<file path="config.mk">
export PLATFORM = sky130hd
export DESIGN_NAME = cmd_queue
export DESIGN_NICKNAME = d
export VERILOG_FILES = /design/src/rtl/cmd_queue.sv
export SDC_FILE = /design/constraint.sdc
export NUM_CORES = 1
export LEC_CHECK = 0
export ABC_AREA = 1
export BUFFER_PORTS_ARGS = -buffer_cell sky130_fd_sc_hd__buf_2
export CAP_MARGIN = 20
export CORE_MARGIN = 8
export CORE_UTILIZATION = 60
export CTS_CLUSTER_SIZE = 20
export DETAILED_ROUTE_END_ITERATION = 10
export PLACE_DENSITY_LB_ADDON = 0.05
export SYNTH_ARGS = -nofsm -noshare
export SYNTH_HDL_FRONTEND = slang
export SYNTH_SLANG_ARGS = --single-unit
</file>
<file path="constraint.sdc">
create_clock -name i_clk -period 6.4 [get_ports i_clk]
set_input_delay 0.64 -clock i_clk [delete_from_list [all_inputs] [get_ports i_clk]]
set_output_delay 0.64 -clock i_clk [all_outputs]
set_load 0.005 [all_outputs]
</file>
<file path="src/rtl/cmd_queue.sv">
// Command FIFO feeding the issuer: host pushes plus issuer writebacks, registered pop data.
// Latency: pop data appears one cycle after i_read; host push stalls when the reserved tail slots are reached.
module cmd_queue #(
  parameter int CMD_W   = 64,
  parameter int DEPTH   = 16,
  parameter int RESERVE = 1
) (
  input  logic                       i_clk,
  input  logic                       i_rstn,
  input  logic                       i_push_valid,
  output logic                       o_push_ready,
  input  logic [CMD_W-1:0]           i_push_cmd,
  input  logic                       i_write,
  input  logic [CMD_W-1:0]           i_wb_cmd,
  input  logic                       i_read,
  output logic [CMD_W-1:0]           o_cmd,
  output logic                       o_cmd_valid,
  input  logic                       i_flush,
  output logic                       o_empty,
  output logic                       o_full,
  output logic [$clog2(DEPTH):0]     o_count,
  output logic                       o_wb_drop
);

  localparam int AW = $clog2(DEPTH);
  localparam int CW = AW + 1;
  localparam logic [CW-1:0] FULL_CNT = CW'(DEPTH);
  localparam logic [CW-1:0] HOST_LIM = CW'(DEPTH - RESERVE);
  localparam logic [AW-1:0] PTR_ONE  = AW'(1);

  logic [CMD_W-1:0] mem_q [DEPTH];
  logic [AW-1:0]    wptr_q, wptr_d;
  logic [AW-1:0]    rptr_q, rptr_d;
  logic [CW-1:0]    count_q, count_d;
  logic [CMD_W-1:0] cmd_q, cmd_d;
  logic             cmd_vld_q, cmd_vld_d;
  logic             drop_q, drop_d;

  logic             rd_en;
  logic             wb_en;
  logic             push_en;
  logic             wr_en;
  logic [CMD_W-1:0] wr_dat;

  // Host readiness deliberately ignores i_read so the pop path never reaches the host.
  assign o_push_ready = (count_q < HOST_LIM) && !i_write && !i_flush;

  always_comb begin
    rd_en   = i_read && (count_q != '0) && !i_flush;
    // A full queue can still take a writeback if a pop frees the head slot this cycle.
    wb_en   = i_write && !i_flush && ((count_q != FULL_CNT) || rd_en);
    push_en = i_push_valid && o_push_ready;
    wr_en   = wb_en || push_en;
    wr_dat  = i_write ? i_wb_cmd : i_push_cmd;
  end

  always_comb begin
    wptr_d    = wptr_q;
    rptr_d    = rptr_q;
    count_d   = count_q;
    cmd_d     = cmd_q;
    cmd_vld_d = 1'b0;
    drop_d    = drop_q | (i_write && !i_flush && !wb_en);
    if (i_flush) begin
      wptr_d  = '0;
      rptr_d  = '0;
      count_d = '0;
    end else begin
      if (wr_en) begin
        wptr_d = wptr_q + PTR_ONE;
      end
      if (rd_en) begin
        rptr_d    = rptr_q + PTR_ONE;
        cmd_d     = mem_q[rptr_q];
        cmd_vld_d = 1'b1;
      end
      count_d = count_q + {{AW{1'b0}}, wr_en} - {{AW{1'b0}}, rd_en};
    end
  end

  always_ff @(posedge i_clk or negedge i_rstn) begin
    if (!i_rstn) begin
      wptr_q    <= '0;
      rptr_q    <= '0;
      count_q   <= '0;
      cmd_q     <= '0;
      cmd_vld_q <= 1'b0;
      drop_q    <= 1'b0;
    end else begin
      wptr_q    <= wptr_d;
      rptr_q    <= rptr_d;
      count_q   <= count_d;
      cmd_q     <= cmd_d;
      cmd_vld_q <= cmd_vld_d;
      drop_q    <= drop_d;
    end
  end

  // Storage has no reset; entries are only observable after being written.
  always_ff @(posedge i_clk) begin
    if (wr_en && !i_flush) begin
      mem_q[wptr_q] <= wr_dat;
    end
  end

  assign o_cmd       = cmd_q;
  assign o_cmd_valid = cmd_vld_q;
  assign o_wb_drop   = drop_q;
  assign o_count     = count_q;
  assign o_empty     = (count_q == '0);
  assign o_full      = (count_q == FULL_CNT);

endmodule

</file>
# [Word level (Yosys, flattened, before mapping)]
# Memory sizes are Yosys's and may differ from the RTL's. A register that Yosys moved wholly into a read port is not among the register bits.
# Index checks and enable logic that the tools add are counted.
[totals] reg_bits=15 output_inout_bits=74 wordCells=45 mem_count=1 mem_bits_rw=1024
[mem_list] memory="mem_q" words=16 width=64 read_ports=1 rd_ports_with_merged_regs=1 write_ports=1 line_no="31" source="logic [CMD_W-1:0] mem_q [DEPTH];"
[op_classes] mux=10 magnitude_cmp=1 addsub=4 n_bitwise=2 reduce_logical=20 eq_ne=2
[op_table] operator="64-bit 2-to-1 mux" n=1
[op_table] operator="4-bit 2-to-1 mux" n=4
[op_table] operator="1-bit logical AND" n=9
[op_table] operator="4-bit by 1-bit adder with 4-bit output (second input constant)" n=2
[op_table] operator="5-bit by 1-bit adder with 5-bit output" n=1
[op_table] operator="5-bit == test (second input constant)" n=1
[op_table] operator="5-bit zero test" n=1
[op_table] operator="5-bit by 4-bit < comparator with 1-bit output (second input constant)" n=1
[op_table] operator="5-bit 2-to-1 mux" n=1
[op_table] operator="5-bit != test (second input constant)" n=1
[op_table] operator="5-bit nonzero test" n=1
[op_table] operator="5-bit by 1-bit subtractor with 5-bit output" n=1
[op_table] operator="1-bit zero test" n=4
[op_table] operator="1-bit 2-to-1 mux" n=4
[op_table] operator="2-bit nonzero test" n=2
[op_table] operator="1-bit logical OR" n=2
[op_table] operator="2-bit AND reduction" n=1
[op_table] operator="1-bit inverter" n=1
[op_table] operator="1-bit bitwise OR" n=1

# [Logic depth before layout (Yosys ltp)]
[depth] depth_word=9 ltp_mapped=19 depth_no_buf=19

# [Worst setup path after synthesis]
# OpenSTA, ideal clock, no wires.
[synth_timing] path_kind="input port to flip-flop" start="input i_flush" end="memory mem_q[0][0], enable pin" t_arrival_ps=4091 path_slack_ps=1822 required_ps=5914 cell_stages=6 n_path_buf=1 path_cell_list="buf_2 -> o211ai_1 -> nand2_1 -> nand2_2 -> nand2_1 -> nor2_1"
[synth_via] elab_chain_cells=8
[synth_lines] item="start: declaration" line_no="18" source="input logic i_flush,"
[synth_lines] item="1-bit zero test *"
[synth_lines] item="1-bit logical AND" line_no="49" source="rd_en = i_read && (count_q != '0) && !i_flush;"
[synth_lines] item="1-bit logical OR" line_no="51" source="wb_en = i_write && !i_flush && ((count_q != FULL_CNT) || rd_en);"
[synth_lines] item="1-bit logical AND" line_no="51"
[synth_lines] item="1-bit logical OR" line_no="53" source="wr_en = wb_en || push_en;"
[synth_lines] item="1-bit logical AND *" line_no="101" source="if (wr_en && !i_flush) begin"
[synth_lines] item="1-bit 2-to-1 mux *" line_no="101"
[synth_lines] item="1-bit 2-to-1 mux (not written as such) *" line_no="102" source="mem_q[wptr_q] <= wr_dat;"
[synth_lines] item="end: declaration" line_no="31"
# Mark *: on every way between the ends. The rest lies on a longest branch, timed or not.

# [Worst setup path after layout]
[layout_timing] start="register count_q[2] (netlist: o_count[2])" end="memory mem_q[14][49], enable pin"
[layout_via] elab_chain_cells=9
[layout_lines] item="start: declaration" line_no="34" source="logic [CW-1:0] count_q, count_d;"
[layout_lines] item="start signal: assignment" line_no="92" source="count_q <= count_d;"
[layout_lines] item="branches (longest 5 deep; another with 5-bit by 4-bit < comparator with 1-bit output)"
[layout_lines] item="1-bit logical OR *" line_no="53"
[layout_lines] item="1-bit logical AND *" line_no="101"
[layout_lines] item="1-bit 2-to-1 mux *" line_no="101"
[layout_lines] item="1-bit 2-to-1 mux (not written as such) *" line_no="102"
# Every way passes the cells marked *.

==> results.txt <==
sequential cell area: 0.03273 sq mm
WHS: 0.3005 ns
largest net degree at the start of global routing: 214
TritonCTS clock tree: built
post-synth top area cell: edfxtp_1
Period minus WS final: 3.360 ns
Arr. time, crit path: 3.64 ns
vias in the first global route: 28170
Area growth syn-to-layout: 11.86%
final-stage net count: 4232
Total Routing Usage GR: 25.97%
max_cap viols: 0
WS Path Type: reg -> reg
Filler cells: 5498
RSZ-0062 raised after global routing: false
row cnt: 100
CP endpoint kind: flip-flop
initial antenna violation count: 0
Final HPWL DP: 55620 um
vias per cell: 5.615
CTS HTree Levels: 3
die area: 0.08348 sq mm
post-synth top area share: 68.80%
area of the multi-input gates: 0.01088 sq mm
remaining antenna violation count: 0
ys async rst share: 7.162%
Clock Sinks: 1103
crit start category: flip-flop
Setup TNS: 0 ns
Peak VDD IR: 0.2802 mV
Worst-path clk slew: 0.06 ns
most used cell, CP: nand2_1
First DRT Iteration DRCs: 2793
wire per inst: 21.06 um
Clock Tree Buf Depth: 3
FF-to-FF Start: o_count[2]
Final Cycle Share: 52.50%
worst hold stages: 2
Max Fanout on Critical Path: 36
GRT overflow: 0
Num CTS Buffers: 106
Crit path largest cell delay: 0.71 ns
final wirelength: 108300 um
Pleak: 19.75 nW
Fmax: 297.6 MHz
die height: 288.9 um
core area: 0.07407 sq mm
via count of the routed design: 28890
commonest non-fill, non-tap cells in the layout: nand2_1, edfxtp_1, nand3_1
layout cells sized above 1: 10.56%
syn nets: 4098
Critical Path Slowest Stage Cell: buf_4
setup violators final: 0
width of the chip: 288.9 um
TritonRoute pass-1 iters: 6
Post-Place Cells: 4943
Cell Area, Synth: 0.04470 sq mm
Mapped Cells: 3950
Root Driver: clkbuf_16
post-CTS setup buffers: 0
critical-path cell list: inv_1 -> ha_1 -> nand2_1 -> nor2_1 -> o211ai_1 -> nand2_1 -> nand2_2 -> nand2_1 -> nor2_4 -> buf_4 -> buf_4
commonest non-fill, non-tap cell in the layout: nand2_1
worst-case clock skew: 0.02528 ns
FF-to-FF setup slack: 3.04 ns
Pins Over Slew Limit: 0
top post-synthesis cells by area: edfxtp_1, nand2_1, nand3_1
worst hold path class: in -> reg
worst skew pair latency: 0.66 ns
Slew headroom: 23.77%
DRC: 0
status: finished, final reports clean
WP data required: 6.68 ns
Initial Util: 60.34%
Final Hold Fails: 0
number of enable flip-flop cells after synthesis: 1024
CTS Hold Bufs: 1
Synthesis Warnings: 0
register area share after synthesis: 73.22%
routability cong.: 0.7536
PD cells: 368.2 mW/mm^2
Worst Reg-to-Reg Cells: 11
final instance count without filler cells: 5144
I/O pins: 208
PostCTS Resize Cnt: 0
post-synthesis cell type count: 27
diodes inserted: 0
Seq cells post-synth: 1103
number of port buffers: 207
Critical R2R Capture: mem_q[14][49]
hold wc startpoint: i_flush
Worst Tran Pin Value: 1.141 ns
Main synth FF type: edfxtp_1
sink of the worst hold path: o_count[0]
first-pass GRT wire length: 165500 um
Syn Area/Cell: 11.32 sq um
[metal layers]
layer	vias up	routed length [um]	GRT usage (%)	part of all wire [%]
met3	162	6988	3.301	6.5
met1	13980	46710	37.03	43
met4	0	2453	7.280	2.3
li1	13730	-	-	-
met5	-	0	0	0
met2	1019	52180	42.43	48
[report_power, final]
group,switching (mW),internal [mW],total [mW]
combinational,2.54,1.03,3.57
sequential,0.227,8.37,8.60
clock,2.60,3.65,6.24
[synth_stat cells (2+ instances only)]
cell type / count
nand4_1: 5
buf_2: 152
edfxtp_1: 1024
nand2_1: 1822
nor3_1: 2
xor2_1: 3
buf_4: 20
buf_6: 2
dfrtp_1: 79
clkbuf_1: 29
nor2_1: 91
inv_2: 2
ha_1: 13
buf_1: 22
a21oi_1: 131
inv_1: 23
nand2_2: 2
o21ai_0: 5
nand3_1: 515
[per-stage QoR]
stage / setup WS (ns) / total power [mW] / utilization, % / area, sq um
after detailed placement: 2.456 / 12.33 / 62.73 / 46460
after floorplan: 1.822 / 11.15 / - / 44700
final: 3.040 / 18.41 / 67.50 / 50000
after global placement: 2.442 / 12.27 / 62.68 / 46420
after global routing: 2.822 / 19.27 / 67.50 / 50000
after CTS: 3.067 / 18.52 / 67.47 / 49980
[flip-flops by register name (all words and copies together), names as in the netlist]
register / cells
mem_q: 1024
o_cmd: 64
o_count: 5
rptr_q: 4
wptr_q: 4
o_cmd_valid: 1
o_wb_drop: 1
[logic make-up after synthesis]
| family | after synthesis | synth area share, % |
|---|---|---|
| AOI/OAI and AO/OA | 139 | 1.570 |
| xor gates and xnor gates | 3 | 0.05880 |
| adders and majority gates | 14 | 0.4087 |
| buffers and inverters | 252 | 2.749 |
| DFF | 1103 | 73.22 |
| and+or+nand+nor | 2439 | 21.99 |
[worst max path at each step]
stage / start / slack [ns] / depth (start not counted) / to
CTS: o_count[2] / 3.07 / 11 / mem_q[14][8]
global placement: i_write / 2.44 / 9 / mem_q[14][3]
floorplan: i_flush / 1.82 / 6 / mem_q[0][0]
global route: o_count[2] / 2.82 / 11 / mem_q[14][57]
detailed placement: i_write / 2.46 / 9 / mem_q[14][4]
finish: o_count[2] / 3.04 / 11 / mem_q[14][49]
[layout make-up]
cell class	count	area share [%]
sequential	1103	65.47
tap	969	2.425
inverter	27	0.2728
multi-input combinational	2595	21.75
clock inverter	41	0.7558
clock buffer	158	6.249
timing repair buffer	251	3.073
[critical path, delay by kind of cell, from the launching register on]
kind	cells	cell delay, ns
buf+inv	3	1.28
compound gates	1	0.12
fa+ha+maj	1	0.19
simple gates	6	0.94
flops	1	0.39
No activity file was read; power rests on OpenSTA's default activity.
